## config.mk

```make
export PLATFORM = sky130hd
export DESIGN_NAME = memory_read_scheduler
export DESIGN_NICKNAME = d
export VERILOG_FILES = /design/src/rtl/memory_read_scheduler.sv
export SDC_FILE = /design/constraint.sdc
export NUM_CORES = 1
export LEC_CHECK = 0
export ABC_AREA = 1
export BUFFER_PORTS_ARGS = -buffer_cell sky130_fd_sc_hd__buf_2
export CORE_MARGIN = 2
export CORE_UTILIZATION = 26
export CTS_CLUSTER_DIAMETER = 40
export DETAILED_ROUTE_END_ITERATION = 7
export PLACE_DENSITY_LB_ADDON = 0.3
export SYNTH_ARGS = -nofsm -noshare
export SYNTH_HDL_FRONTEND = slang
export SYNTH_SLANG_ARGS = --single-unit
```

## constraint.sdc

```tcl
create_clock -name clk_i -period 7.1 [get_ports clk_i]
set_clock_uncertainty 0.2 [all_clocks]
set_input_delay 0.355 -clock clk_i [delete_from_list [all_inputs] [get_ports clk_i]]
set_output_delay 0.355 -clock clk_i [all_outputs]
set_load 0.02 [all_outputs]
```

## src/rtl/memory_read_scheduler.sv

```systemverilog
// rtl/memory_read_scheduler.sv - round-robin read-port scheduler with in-flight id tagging
//
// Shares one instruction-memory read port among N requesters. A round-robin
// arbiter picks a requester; a stalled grant is held until memory accepts it.
// Each accepted read is tagged with its requester id and that tag travels
// down a READ_LATENCY-deep pipe so the returning data is flagged for the
// requester that issued it.
//
// Ports
//   clk_i        clock
//   rst_i        synchronous reset, active high
//   req_valid_i  [N]      requester i presents an address
//   req_addr_i   [N*AW]   packed addresses, slice i = [i*AW +: AW]
//   req_ready_o  [N]      one-hot: request i accepted this cycle
//   rsp_valid_o  [N]      one-hot: rsp_data_o belongs to requester i
//   rsp_data_o   [MW]     read data, broadcast to all requesters
//   mem_valid_o           address valid towards memory
//   mem_addr_o   [AW]     address towards memory
//   mem_ready_i           memory accepts the address this cycle
//   mem_data_i   [MW]     memory read data, READ_LATENCY cycles after accept
//   busy_o                a grant is held or a read is in flight
module memory_read_scheduler #(
    parameter int N                 = 5,
    parameter int MEMORY_ADDR_WIDTH = 11,
    parameter int MEMORY_WIDTH      = 20,
    parameter int READ_LATENCY      = 1,
    localparam int ID_WIDTH         = (N > 1) ? $clog2(N) : 1
) (
    input  logic                           clk_i,
    input  logic                           rst_i,
    input  logic [N-1:0]                   req_valid_i,
    input  logic [N*MEMORY_ADDR_WIDTH-1:0] req_addr_i,
    output logic [N-1:0]                   req_ready_o,
    output logic [N-1:0]                   rsp_valid_o,
    output logic [MEMORY_WIDTH-1:0]        rsp_data_o,
    output logic                           mem_valid_o,
    output logic [MEMORY_ADDR_WIDTH-1:0]   mem_addr_o,
    input  logic                           mem_ready_i,
    input  logic [MEMORY_WIDTH-1:0]        mem_data_i,
    output logic                           busy_o
);

    typedef enum logic {
        IDLE = 1'b0,
        HOLD = 1'b1
    } state_t;

    state_t                state_q, state_d;
    logic [ID_WIDTH-1:0]   ptr_q, ptr_d;
    logic [ID_WIDTH-1:0]   hold_id_q, hold_id_d;

    logic [ID_WIDTH-1:0]   gnt;
    logic                  gnt_found;
    logic [ID_WIDTH-1:0]   sel_id;
    logic                  hold_valid;
    logic                  accept;

    logic                  out_v;
    logic [ID_WIDTH-1:0]   out_id;
    logic                  pipe_busy;

    // Round-robin search: first pass covers ids at or above ptr, second
    // pass wraps to the ids below ptr.
    always_comb begin
        gnt       = '0;
        gnt_found = 1'b0;
        for (int i = 0; i < N; i++) begin
            if (!gnt_found && (ID_WIDTH'(i) >= ptr_q) && req_valid_i[i]) begin
                gnt       = ID_WIDTH'(i);
                gnt_found = 1'b1;
            end
        end
        for (int i = 0; i < N; i++) begin
            if (!gnt_found && (ID_WIDTH'(i) < ptr_q) && req_valid_i[i]) begin
                gnt       = ID_WIDTH'(i);
                gnt_found = 1'b1;
            end
        end
    end

    always_comb begin
        hold_valid = 1'b0;
        for (int i = 0; i < N; i++) begin
            if (hold_id_q == ID_WIDTH'(i)) begin
                hold_valid = req_valid_i[i];
            end
        end
    end

    // While holding, the latched id owns the port; no re-arbitration.
    assign sel_id      = (state_q == HOLD) ? hold_id_q : gnt;
    assign mem_valid_o = (state_q == HOLD) ? hold_valid : (|req_valid_i);
    assign accept      = mem_valid_o & mem_ready_i;

    always_comb begin
        mem_addr_o = '0;
        for (int i = 0; i < N; i++) begin
            if (sel_id == ID_WIDTH'(i)) begin
                mem_addr_o = req_addr_i[i*MEMORY_ADDR_WIDTH +: MEMORY_ADDR_WIDTH];
            end
        end
    end

    always_comb begin
        req_ready_o = '0;
        for (int i = 0; i < N; i++) begin
            if (accept && (sel_id == ID_WIDTH'(i))) begin
                req_ready_o[i] = 1'b1;
            end
        end
    end

    always_comb begin
        state_d   = state_q;
        ptr_d     = ptr_q;
        hold_id_d = hold_id_q;
        if (accept) begin
            ptr_d = (sel_id == ID_WIDTH'(N - 1)) ? '0 : ID_WIDTH'(sel_id + 1'b1);
        end
        case (state_q)
            IDLE: begin
                if (!mem_ready_i && (|req_valid_i)) begin
                    state_d   = HOLD;
                    hold_id_d = gnt;
                end
            end
            HOLD: begin
                // Leave on accept, or if the holder withdrew its request.
                if (accept || !hold_valid) begin
                    state_d = IDLE;
                end
            end
            default: state_d = IDLE;
        endcase
    end

    always_ff @(posedge clk_i) begin
        if (rst_i) begin
            state_q   <= IDLE;
            ptr_q     <= '0;
            hold_id_q <= '0;
        end else begin
            state_q   <= state_d;
            ptr_q     <= ptr_d;
            hold_id_q <= hold_id_d;
        end
    end

    // Response tag pipe; advances every cycle regardless of mem_ready_i.
    generate
        if (READ_LATENCY == 0) begin : g_nopipe
            assign out_v     = accept;
            assign out_id    = sel_id;
            assign pipe_busy = 1'b0;
        end else begin : g_pipe
            logic [READ_LATENCY-1:0] pv_q;
            logic [ID_WIDTH-1:0]     pid_q [READ_LATENCY];

            always_ff @(posedge clk_i) begin
                if (rst_i) begin
                    pv_q <= '0;
                    for (int k = 0; k < READ_LATENCY; k++) begin
                        pid_q[k] <= '0;
                    end
                end else begin
                    pv_q[0]  <= accept;
                    pid_q[0] <= sel_id;
                    for (int k = 1; k < READ_LATENCY; k++) begin
                        pv_q[k]  <= pv_q[k-1];
                        pid_q[k] <= pid_q[k-1];
                    end
                end
            end

            assign out_v     = pv_q[READ_LATENCY-1];
            assign out_id    = pid_q[READ_LATENCY-1];
            assign pipe_busy = |pv_q;
        end
    endgenerate

    always_comb begin
        rsp_valid_o = '0;
        for (int i = 0; i < N; i++) begin
            if (out_v && (out_id == ID_WIDTH'(i))) begin
                rsp_valid_o[i] = 1'b1;
            end
        end
    end

    assign rsp_data_o = mem_data_i;
    assign busy_o     = (state_q == HOLD) | pipe_busy;

    // A held requester must keep its request up until it is accepted.
    always_ff @(posedge clk_i) begin
        if (!rst_i && (state_q == HOLD)) begin
            assert (hold_valid)
            else $error("memory_read_scheduler: held requester dropped req_valid");
        end
    end

endmodule
```

After elaboration in Yosys (flattened, before gate mapping)
Memory sizes are Yosys's and may differ from the RTL's. Cells that the tools add are included.

Add/sub/neg operators: 1. Bitwise operators: 3. Mux-type cells: 49. Reductions and logical operators: 48. Equal/unequal tests: 12. $lt $le $gt $ge: 10.

Operator list (number): 2-to-1 mux 11 bit (5); 2-to-1 mux 1 bit (32); logical AND 1 bit (30); 2-to-1 mux 3 bit (9); == test 3 x 2 -> 1 bit (second input constant) (6); logical NOT 1 bit (11); == test 3 x 1 -> 1 bit (second input constant) (3); == test 3 bit (second input constant) (3); logical NOT 3 bit (3); >= comparator 1 x 3 -> 1 bit (first input constant) (2); >= comparator 2 x 3 -> 1 bit (first input constant) (2); < comparator 1 x 3 -> 1 bit (first input constant) (2); < comparator 2 x 3 -> 1 bit (first input constant) (2); OR reduction 5 bit (1); 2-to-1 mux 2 bit (2); adder 3 x 1 -> 3 bit (second input constant) (1); >= comparator 3 bit (first input constant) (1); < comparator 3 bit (first input constant) (1); OR reduction 3 bit (1); case mux 1 bit (2 select lines) (1); AND reduction 2 bit (1); bitwise AND 1 bit (1); logical OR 1 bit (1); inverter 1 bit (1); bitwise OR 1 bit (1).

Logic and storage cells: 128. Input port bits: 83. Memories: 1. Bits in writable memories: 3. Register bits: 8.

Memories: g_pipe.pid_q (words 1, bits a word 3, rd ports 1, clocked after memory_dff 0, write ports 1, line 157) `logic [ID_WIDTH-1:0] pid_q [READ_LATENCY];`.

Depth between registers and ports, before layout
Gate-level depths: netlist of run 1.

Depth in word-level cells: 46. Gate-level depth with buffers: 20. Mapped depth without buffers: 19.

Worst setup path after synthesis of run 1
No wires, ideal clock.

Path type: register to output. Start: register ptr_q[2]. End: output mem_addr_o[0]. Required time: 6545 ps. Path slack: 4096 ps. Stages on the path, launching flop included: 21. Buffers on the path: 1. Arrival time: 2449 ps. Cell sequence: dfxtp_1 -> nor2_1 -> nand3_1 -> nand2_1 -> nor2_2 -> nand3_2 -> nor2_2 -> nand3b_2 -> o311ai_0 -> nand2_1 -> o21ai_0 -> inv_1 -> ha_1 -> clkbuf_1 -> nor2_1 -> nand4_1 -> nand2_1 -> nand2_1 -> nand2_1 -> nand2_1 -> nand2_1.

Word-level cells in the longest chain between the ends: 46.

RTL lines: from (decl) (line 49) `logic [ID_WIDTH-1:0] ptr_q, ptr_d;`; from (signal assigned) (line 144) `ptr_q <= ptr_d;`; >= comparator 1 x 3 -> 1 bit (line 68) `if (!gnt_found && (ID_WIDTH'(i) >= ptr_q) && req_valid_i[i]) begin`; logical AND 1 bit (line 68); 2-to-1 mux 1 bit (line 68); logical NOT 1 bit (line 68); logical AND 1 bit (2 in a row) (line 68); 2-to-1 mux 1 bit (line 68); logical NOT 1 bit (line 68); logical AND 1 bit (2 in a row) (line 68); [... 25 more ...]; logical NOT 1 bit (line 74) `if (!gnt_found && (ID_WIDTH'(i) < ptr_q) && req_valid_i[i]) begin`; logical AND 1 bit (2 in a row) (line 74); 2-to-1 mux 3 bit (*) (line 74); 2-to-1 mux 3 bit (*) (line 91) `assign sel_id = (state_q == HOLD) ? hold_id_q : gnt;`; named net sel_id[1] (line 54) `logic [ID_WIDTH-1:0] sel_id;`; logical NOT 3 bit (line 98) `if (sel_id == ID_WIDTH'(i)) begin`; 2-to-1 mux 11 bit (4 in a row) (line 98); 2-to-1 mux 11 bit (*) (line 98); to (decl) (line 37) `output logic [MEMORY_ADDR_WIDTH-1:0] mem_addr_o,`.

The timed path passes the listed nets; every way through them passes the cells marked *.

Final worst setup path of run 1
Start: register ptr_q[0]. End: output mem_addr_o[9].

The elaborated chain is that of the path after synthesis.

==> out/qor.csv, run 1 <==
stage,metric,value,unit
routing,drt_iter0_markers,159,
sta,setup_tns,0,ns
routing,post_drt_wl_per_cell,11.6,um
cells_and_area,drive_gt1_share,26.5,%
pwr,switching_share,51.0,%
setup_path,crit_fanout,23,
yosys,synthArstFlopShare,0,%
setup_path,crit_path_max_incr_delay,0.63,ns
clock_network,cts-resized-gates,0,
pwr,power.switching,0.000208,W
sta,worst_pin_slew,1.07,ns
yosys,avgSynthCellArea,5.36,um^2
sta,maxSlewViolCount,0,
clock_network,clkSinkCount,11,
setup_path,cpMaxStageDelayCell,ha_1,
sta,setup_violations,0,
pwr,pwr-share-seq,18.1,%
sta,finalCriticalPeriod,3.76,ns
sta,fin_crit_sh,53.0,%
routing,via_per_inst,4.53,
setup_path,r2r_cells,15,
pwr,pwr_density_cell,195,mW/mm^2
pwr,internal-power,0.000200,W
routing,drtAntennaViolNets,0,
clock_network,cts_root_buf,clkbuf_8,
pwr,power,0.000408,W
clock_network,postCtsSetupRepairBufs,0,
setup_path,end_kind,output port,
global_route,grtUsageTotal,13.7,%
clock_network,cts_made_buffers,3,
setup_path,worstPathRequired,6.55,ns
clock_network,cts_hold_buf,0,
yosys,ys_ff_latch,11,
pwr,power_frac_clock,15.4,%
cells_and_area,diodes,0,
pwr,pwr-share-comb,66.5,%
yosys,netlist_instances,328,
die,die_x,86.3,um
setup_path,path_common_cell,nand2_1,
yosys,synth_top_cell_by_area,nand2_1,
pwr,ir_drop,0.0895,mV
yosys,synth_area_leaders,"nand2_1 21%, nand4_1 13%, dfxtp_1 13%, buf_4 11%, nor2_1 10%",
routing,drc,0,
placement,portBuffers,85,
yosys,synth-seq-area-share,12.5,%
cells_and_area,nFillCells,747,
sta,max_freq,0.266,GHz
die,start_util,27.2,%
placement,gp_congestion,0.866,
yosys,synth_edf_count,0,
die,io_pins,126,
cells_and_area,area_growth,18.8,%
yosys,yosysMostFrequentCell,nand2_1,
cells_and_area,num-nets-final,470,
die,coreArea,0.00646,mm^2
pwr,leakagePower,1.28,nW
job,maxCapViolations,0,
clock_network,clk_pin_slew_worst_paths,0.05,ns
global_route,grt_max_degree,35,
yosys,netlist_area,0.00176,mm^2
yosys,ys.flop_type,dfxtp_1,
yosys,synthTopCellsByCount,"100 x nand2_1, 48 x nor2_1, 46 x inv_1",
sta,hold_viol,0,
clock_network,cts_htree_levels,1,
die,num_rows,29,
die,design.die.area,0.00744,mm^2
clock_network,clock_path_buffers,2,
clock_network,clock_latency,0.24,ns
placement,dp.final_hpwl,4.19,mm
routing,firstDrtPassIters,4,
yosys,synth_nets,416,
setup_path,path_class,reg -> out,
routing,wirelength,5.30,mm
die,dieHeight,86.3,um
hold_path,whs_path_depth,2,
outcome,status,completed,
setup_path,cp_data_arrival_time,3.21,ns
cells_and_area,final_area,0.00209,mm^2
yosys,yosysUniqueCellTypes,28,
yosys,yosysWarnings,0,
clock_network,cts_tree,done,
global_route,antenna_found_initial,0,
global_route,grt_pass1_vias,1859,
placement,placed_area,0.00204,mm^2
setup_path,crit_chain,nand2_1 -> nand3_2 -> nand2_1 -> nor2_2 -> nand3_2 -> nor2_2 -> nand3b_2 -> o211ai_1 -> nand2_1 -> o21a_1 -> inv_1 -> ha_1 -> nor2_1 -> nand4_1 -> nand2_1 -> nand2_1 -> nand2_1 -> nand2_1 -> nand2_1 -> buf_2,
global_route,gr-total-overflow,0,
routing,num_vias,2076,
yosys,netlist.area_leader.share,21.3,%
sta,maxSlewHeadroom,28.5,%
global_route,grt_first_pass_wirelength,8.47,mm
hold_path,hold_path_class,in -> reg,
sta,grt_setup_unrepaired,no,
setup_path,cp-start-kind,register,
-- per-stage QoR --
step	instances	setup WS, ns	util, %	hold slack [ns]
after floorplan	328	4.10	-	0.234
after global placement	454	3.61	31.7	0.297
after detailed placement	454	3.54	31.7	0.308
after CTS	458	3.33	32.4	0.0943
after global routing	458	2.92	32.4	0.0969
final	458	3.34	32.4	0.103
-- routing by layer --
| metal | part of all wire (%) | wire length, um | up-vias | track usage (%) |
|---|---|---|---|---|
| met1 | 48 | 2550 | 872 | 19.6 |
| li1 | - | - | 1126 | - |
| met5 | 0 | 0 | - | 0 |
| met4 | 1.7 | 88 | 0 | 3.69 |
| met2 | 44 | 2340 | 65 | 21.6 |
| met3 | 5.9 | 315 | 13 | 1.71 |
-- path summary, 6_finish.rpt --
check	slack (ns)	to	from
worst min-delay path	0.10	state_q	mem_ready_i
worst min register to register	0.32	ptr_q[0]	ptr_q[0]
worst max register to register	4.40	ptr_q[0]	ptr_q[0]
worst max-delay path	3.34	mem_addr_o[9]	ptr_q[0]
-- worst max-delay path: cells and delay by family (launching register included) --
family	cells	cell delay [ns]
and+or+nand+nor	15	1.43
adders and majority gates	1	0.63
DFF	1	0.37
AOI/OAI and AO/OA	2	0.30
buffers and inverters	2	0.25
-- power by group through the flow --
stage / clock network (W) / registers, W / logic [W]
floorplan: 0 / 0.0000735 / 0.000212
global placement: 0 / 0.0000750 / 0.000270
detailed placement: 0 / 0.0000750 / 0.000271
CTS: 0.0000641 / 0.0000738 / 0.000272
global route: 0.0000663 / 0.0000748 / 0.000309
finish: 0.0000629 / 0.0000739 / 0.000272
-- registers in the layout, indices dropped and copies added (netlist names) --
signal and count:
g_pipe.pid_q 3, g_pipe.pv_q 1, hold_id_q 3, ptr_q 3
state_q 1
-- layout by cell type, fill, tap and decap left out, drive strengths merged --
master	n
nor3	7
o311ai	1
a31oi	1
nand3b	1
ha	5
nand3	11
clkbuf	4
inv	49
nand2	104
o21ai	7
dfxtp	11
a21oi	4
buf	85
nor2	50
o21a	1
nand4	37
a211oi	1
a22oi	1
o211ai	1
-- cells by family (layout without fill, tap and decap cells) --
group	after synthesis	count (layout)	synth area share (%)
flops	11	11	12.5
buf+inv	85	138	24.0
simple gates	210	210	54.2
fa+ha+maj	5	5	3.56
compound gates	17	17	5.69
-- final cells by class --
type                    instances  area (um^2)  share of cell area, %
repair buffers                 85          425                   20.4
well taps                      77         96.3                   4.61
multi-input cells             232         1120                   53.4
inverters                      49          186                   8.92
clock buffers                   4         45.0                   2.16
flip-flops and latches         11          220                   10.5
Power figures use the tool's default switching activity.
==> run 2: changes to the inputs <==
==> constraint.sdc (replaced) <==
create_clock -name clk_i -period 3.7 [get_ports clk_i]
set_clock_uncertainty 0.2 [all_clocks]
set_input_delay 0.185 -clock clk_i [delete_from_list [all_inputs] [get_ports clk_i]]
set_output_delay 0.185 -clock clk_i [all_outputs]
set_load 0.02 [all_outputs]
==> out/qor.csv, run 2 (synthesis results as in run 1) <==
stage,metric,value,unit,change
setup_path,crit_buf_inv,3,,was 2
cells_and_area,final_cell_mix,"100 x nand2_1, 85 x buf_2, 48 x nor2_1",,unchanged
hold_path,hp-start,rst_i,,was mem_ready_i
setup_path,crit_chain,nor2_1 -> nand3_1 -> nand2_1 -> nor2_2 -> nand3_2 -> nor2_2 -> nand3b_2 -> o311ai_0 -> nand2_1 -> o21ai_1 -> inv_1 -> ha_1 -> buf_4 -> nor2_1 -> nand4_1 -> nand2_1 -> nand2_1 -> nand2_1 -> nand2_1 -> nand2_1 -> buf_2,,was nand2_1 -> nand3_2 -> nand2_1 -> nor2_2 -> nand3_2 -> nor2_2 -> nand3b_2 -> o211ai_1 -> nand2_1 -> o21a_1 -> inv_1 -> ha_1 -> nor2_1 -> nand4_1 -> nand2_1 -> nand2_1 -> nand2_1 -> nand2_1 -> nand2_1 -> buf_2
sta,setup_tns,0,ns,unchanged
routing,drt_iter0_markers,119,,was 159
die,coreArea,0.00646,mm^2,unchanged
clock_network,cts_made_buffers,3,,unchanged
pwr,pwr_density_cell,372,mW/mm^2,was 195 mW/mm^2
setup_path,crit_fanout,23,,unchanged
die,num_rows,29,,unchanged
routing,firstDrtPassIters,4,,unchanged
cells_and_area,regArea,220,um^2,unchanged
setup_path,r2r_start,ptr_q[2],,was ptr_q[0]
routing,num_vias,2086,,was 2076
cells_and_area,diodes,0,,unchanged
clock_network,cts_htree_levels,1,,unchanged
sta,worst_pin_slew,0.437,ns,was 1.07 ns
routing,post_drt_wl_per_cell,11.2,um,was 11.6 um
placement,gp_congestion,0.855,,was 0.866
placement,placed_area,0.00207,mm^2,was 0.00204 mm^2
routing,via_per_inst,4.51,,was 4.53
clock_network,cts_root_buf,clkbuf_8,,unchanged
setup_path,path_common_cell,nand2_1,,unchanged
global_route,grt_first_pass_wirelength,8.23,mm,was 8.47 mm
global_route,grtUsageTotal,13.4,%,was 13.7%
sta,maxSlewHeadroom,70.9,%,was 28.5%
global_route,grt_max_degree,35,,unchanged
die,design.die.area,0.00744,mm^2,unchanged
die,start_util,27.2,%,unchanged
global_route,gr-total-overflow,0,,unchanged
routing,drc,0,,unchanged
die,io_pins,126,,unchanged
placement,portBuffers,85,,unchanged
global_route,grt_pass1_vias,1890,,was 1859
setup_path,crit_path_max_incr_delay,0.41,ns,was 0.63 ns
sta,setup_violations,0,,unchanged
setup_path,cpMaxStageDelayCell,dfxtp_1,,was ha_1
die,dieHeight,86.3,um,unchanged
clock_network,clock_latency,0.24,ns,about the same
routing,wirelength,5.17,mm,was 5.30 mm
setup_path,cp_data_arrival_time,3.01,ns,was 3.21 ns
global_route,antenna_found_initial,0,,unchanged
hold_path,hold_path_class,in -> reg,,unchanged
sta,hold_viol,0,,unchanged
cells_and_area,nFillCells,761,,was 747
sta,finalCriticalPeriod,3.39,ns,
setup_path,worstPathRequired,3.31,ns,was 6.55 ns
placement,pre_cts_ws,0.574,ns,was 3.54 ns
sta,hold_slack,0.0464,ns,was 0.103 ns
pwr,ir_drop,0.171,mV,was 0.0895 mV
clock_network,clkSinkCount,11,,unchanged
cells_and_area,drive_gt1_share,27.2,%,was 26.5%
pwr,leakagePower,1.30,nW,was 1.28 nW
setup_path,startpoint,ptr_q[2],,was ptr_q[0]
sta,grt_setup_unrepaired,no,,unchanged
sta,maxSlewViolCount,0,,unchanged
placement,dp.final_hpwl,4.18,mm,was 4.19 mm
sta,fin_crit_sh,91.7,%,
clock_network,clk_pin_slew_worst_paths,0.05,ns,about the same
job,maxCapViolations,0,,unchanged
sta,setup_ws,0.305,ns,was 3.34 ns
cells_and_area,final_area,0.00213,mm^2,was 0.00209 mm^2
setup_path,end_kind,output port,,unchanged
setup_path,crit_family,simple AND/OR/NAND/NOR gates,,unchanged
clock_network,cts_tree,done,,unchanged
clock_network,clock_path_buffers,2,,unchanged
cells_and_area,area_growth,21.1,%,was 18.8%
die,die_x,86.3,um,unchanged
cells_and_area,multi_input_area,0.00112,mm^2,unchanged
sta,max_freq,0.295,GHz,
cells_and_area,final_common_cell,nand2_1,,unchanged
cells_and_area,num-nets-final,475,,was 470
routing,drtAntennaViolNets,0,,unchanged
setup_path,path_class,reg -> out,,unchanged
cells_and_area,reg_top3,"g_pipe.pid_q (3), hold_id_q (3), ptr_q (3)",,unchanged
setup_path,cp-start-kind,register,,unchanged
outcome,status,completed,,unchanged
## run 2: cell count changes in the layout (fill, tap and decap cells not counted), sizes merged
cell and change:
dlygate4sd3 +1, buf +4
## run 2: worst register-to-register path, delay by kind of cell, from the launching register on
kind            cells  cell delay (ns)
buf+inv             2             0.14
simple gates        8             0.76
compound gates      4             0.66
flops               1             0.35
fa+ha+maj           2             0.47
## run 2: per-layer routing
layer	global-route usage (%)	up-vias	share of wire (%)
li1	-	1135	-
met1	18.4	867	47
met2	20.9	71	44
met3	2.76	13	6.6
met4	4.69	0	2.1
met5	0	-	0
## run 2: worst paths after layout
path / slack (ns) / depth (start not counted) / end
hold / removal: 0.05 / 2 / ptr_q[0]
setup / recovery: 0.31 / 21 / mem_addr_o[6]
setup reg to reg: 1.05 / 16 / ptr_q[2]
hold reg to reg: 0.31 / 2 / ptr_q[0]
## run 2: area by class of cell
class / instances / area share (%)
Multi-Input combinational cell: 232 / 52.4
Timing Repair Buffer: 90 / 21.9
Tap cell: 77 / 4.52
Clock buffer: 4 / 2.12
Inverter: 49 / 8.75
Sequential cell: 11 / 10.3
## run 2: what timing repair did
action                     CTS  global route
setup endpoints to repair    0             2
gates resized for setup      0             1
buffers inserted             0             0
hold endpoints to repair     1             0
hold buffers                 1             0
## run 2: metrics by stage
stage,utilization (%),total power (W),instances
after floorplan,-,0.000549,328
after CTS,33.0,0.000798,463
after detailed placement,32.1,0.000670,458
final,33.0,0.000793,463
after global routing,33.0,0.000869,463
after global placement,32.1,0.000671,458
## run 2: power breakdown
group / leakage [nW] / internal (W) / total, W / switching [W]
Clock: 0.0228 / 0.0000759 / 0.000124 / 0.0000477
Sequential: 0.0909 / 0.000131 / 0.000142 / 0.0000109
Combinational: 1.18 / 0.000185 / 0.000527 / 0.000342
Total: 1.30 / 0.000392 / 0.000793 / 0.000401
==> run 3: changes to the inputs <==
--- a/config.mk
+++ b/config.mk
@@ -7,11 +7,11 @@
 export LEC_CHECK = 0
 export ABC_AREA = 1
 export BUFFER_PORTS_ARGS = -buffer_cell sky130_fd_sc_hd__buf_2
+export CORE_ASPECT_RATIO = 1.2
 export CORE_MARGIN = 2
 export CORE_UTILIZATION = 26
 export CTS_CLUSTER_DIAMETER = 40
 export DETAILED_ROUTE_END_ITERATION = 7
-export PLACE_DENSITY_LB_ADDON = 0.3
 export SYNTH_ARGS = -nofsm -noshare
 export SYNTH_HDL_FRONTEND = slang
 export SYNTH_SLANG_ARGS = --single-unit
==> out/qor.csv, run 3 (synthesis results as in run 1) <==
stage,metric,value,unit,change
outcome,status,completed,,unchanged
pwr,pwr_density_cell,370,mW/mm^2,was 372 mW/mm^2
pwr,leakagePower,1.30,nW,about the same
clock_network,cts_htree_levels,1,,unchanged
sta,setup_violations,0,,unchanged
routing,firstDrtPassIters,4,,unchanged
placement,portBuffers,85,,unchanged
sta,fin_crit_sh,90.5,%,was 91.7%
clock_network,cts_tree,done,,unchanged
setup_path,path_common_cell,nand2_1,,unchanged
clock_network,clock_path_buffers,2,,unchanged
setup_path,crit_fanout,23,,unchanged
cells_and_area,drive_gt1_share,28.5,%,was 27.2%
sta,grt_setup_unrepaired,no,,unchanged
cells_and_area,num-nets-final,475,,unchanged
setup_path,crit_cells,21,,unchanged
hold_path,hold_path_class,in -> reg,,unchanged
sta,setup_tns,0,ns,unchanged
cells_and_area,final_cell_mix,"100 x nand2_1, 85 x buf_2, 48 x nor2_1",,unchanged
setup_path,worstPathRequired,3.31,ns,about the same
setup_path,r2r_cells,16,,unchanged
job,maxCapViolations,0,,unchanged
clock_network,clock_latency,0.25,ns,was 0.24 ns
sta,max_freq,0.299,GHz,was 0.295 GHz
die,num_rows,32,,was 29
setup_path,crit_chain,nor2_1 -> nand3_1 -> nand2_1 -> nor2_2 -> nand3_2 -> nor2_2 -> nand3b_2 -> o211ai_1 -> nand2_1 -> o21a_1 -> inv_1 -> ha_1 -> ha_1 -> inv_1 -> buf_4 -> nand2_1 -> inv_1 -> nand2_1 -> nand2_1 -> nand2_1 -> buf_2,,was nor2_1 -> nand3_1 -> nand2_1 -> nor2_2 -> nand3_2 -> nor2_2 -> nand3b_2 -> o311ai_0 -> nand2_1 -> o21ai_1 -> inv_1 -> ha_1 -> buf_4 -> nor2_1 -> nand4_1 -> nand2_1 -> nand2_1 -> nand2_1 -> nand2_1 -> nand2_1 -> buf_2
clock_network,cts_made_buffers,3,,unchanged
global_route,grt_max_degree,35,,unchanged
die,die_x,79.1,um,was 86.3 um
clock_network,cts_root_buf,clkbuf_8,,unchanged
die,start_util,27.1,%,was 27.2%
global_route,gr-total-overflow,0,,unchanged
cells_and_area,final_common_cell,nand2_1,,unchanged
clock_network,clkSinkCount,11,,unchanged
routing,post_drt_wl_per_cell,11.5,um,was 11.2 um
cells_and_area,nFillCells,750,,was 761
setup_path,crit_family,simple AND/OR/NAND/NOR gates,,unchanged
setup_path,cpMaxStageDelayCell,dfxtp_1,,unchanged
routing,drtAntennaViolNets,0,,unchanged
sta,hold_viol,0,,unchanged
die,io_pins,126,,unchanged
pwr,ir_drop,0.157,mV,was 0.171 mV
placement,pre_cts_ws,0.392,ns,was 0.574 ns
cells_and_area,area_growth,23.0,%,was 21.1%
sta,finalCriticalPeriod,3.35,ns,was 3.39 ns
cells_and_area,final_util,33.4,%,was 33.0%
sta,hold_slack,0.0467,ns,was 0.0464 ns
setup_path,path_class,reg -> out,,unchanged
global_route,grt_pass1_vias,2037,,was 1890
placement,gp_congestion,0.971,,was 0.855
sta,setup_ws,0.352,ns,was 0.305 ns
setup_path,cp-start-kind,register,,unchanged
routing,via_per_inst,4.65,,was 4.51
hold_path,whs_path_depth,2,,unchanged
die,dieHeight,94.1,um,was 86.3 um
cells_and_area,diodes,0,,unchanged
global_route,antenna_found_initial,0,,unchanged
routing,wirelength,5.43,mm,was 5.17 mm
sta,worst_pin_slew,0.434,ns,was 0.437 ns
sta,maxSlewViolCount,0,,unchanged
placement,dp.final_hpwl,4.27,mm,was 4.18 mm
die,design.die.area,0.00744,mm^2,about the same
routing,num_vias,2189,,was 2086
setup_path,end_kind,output port,,unchanged
routing,drt_iter0_markers,126,,was 119
setup_path,crit_buf_inv,5,,was 3
clock_network,clk_pin_slew_worst_paths,0.05,ns,about the same
pwr,power,0.000802,W,was 0.000793 W
die,coreArea,0.00649,mm^2,was 0.00646 mm^2
setup_path,cp_data_arrival_time,2.96,ns,was 3.01 ns
global_route,grt_first_pass_wirelength,8.69,mm,was 8.23 mm
sta,maxSlewHeadroom,70.7,%,was 70.9%
routing,drc,0,,unchanged
cells_and_area,reg_top3,"g_pipe.pid_q (3), hold_id_q (3), ptr_q (3)",,unchanged
setup_path,crit_path_max_incr_delay,0.35,ns,was 0.41 ns
global_route,grtUsageTotal,14.3,%,was 13.4%
## run 3: cell count changes in the layout (fill, tap and decap cells not counted), sizes merged
| cell | previous run | this run |
|---|---|---|
| clkinv | 0 | 1 |
| clkbuf | 4 | 3 |
## run 3: layout make-up
cell class	instances	area (um^2)	share of cell area (%)
multi-input combinational	232	1140	52.5
inverter	49	189	8.73
clock buffer	3	41.3	1.91
timing repair buffer	90	465	21.5
tap	85	106	4.91
sequential	11	220	10.2
clock inverter	1	5.00	0.231
## run 3: final timing paths
| path | start | end | slack [ns] |
|---|---|---|---|
| worst max-delay path | ptr_q[2] | mem_addr_o[10] | 0.35 |
| worst min-delay path | rst_i | g_pipe.pid_q[0][2] | 0.05 |
| worst max register to register | ptr_q[2] | ptr_q[2] | 1.00 |
| worst min register to register | ptr_q[0] | ptr_q[0] | 0.30 |
## run 3: metal layers
layer / vias to the layer above / track usage [%] / wire length (um) / share of wire (%)
met5: - / 0 / 0 / 0
met4: 0 / 4.02 / 133 / 2.4
met3: 17 / 2.21 / 367 / 6.8
met2: 83 / 27.7 / 2780 / 51
met1: 952 / 15.8 / 2150 / 40
li1: 1137 / - / - / -
## run 3: report_power, final
part | total [W] | internal (W) | leakage, nW | switching, W
sequential | 0.000142 | 0.000131 | 0.0909 | 0.0000108
combinational | 0.000536 | 0.000193 | 1.18 | 0.000343
clock | 0.000124 | 0.0000743 | 0.0255 | 0.0000496
total | 0.000802 | 0.000398 | 1.30 | 0.000404
## run 3: stage by stage
stage | std cells | cell area [um^2]
detailed placement | 465 | 2080
floorplan | 328 | 1760
global placement | 465 | 2080
CTS | 470 | 2130
finish | 471 | 2160
global route | 471 | 2160
## run 3: timing repair
action / 4_1_cts / 5_1_grt
hold buffers: 1 / 0
resized for setup: 0 / 9
endpoints found under the hold margin: 1 / 0
endpoints found under the setup margin: 0 / 11
setup buffers: 0 / 1
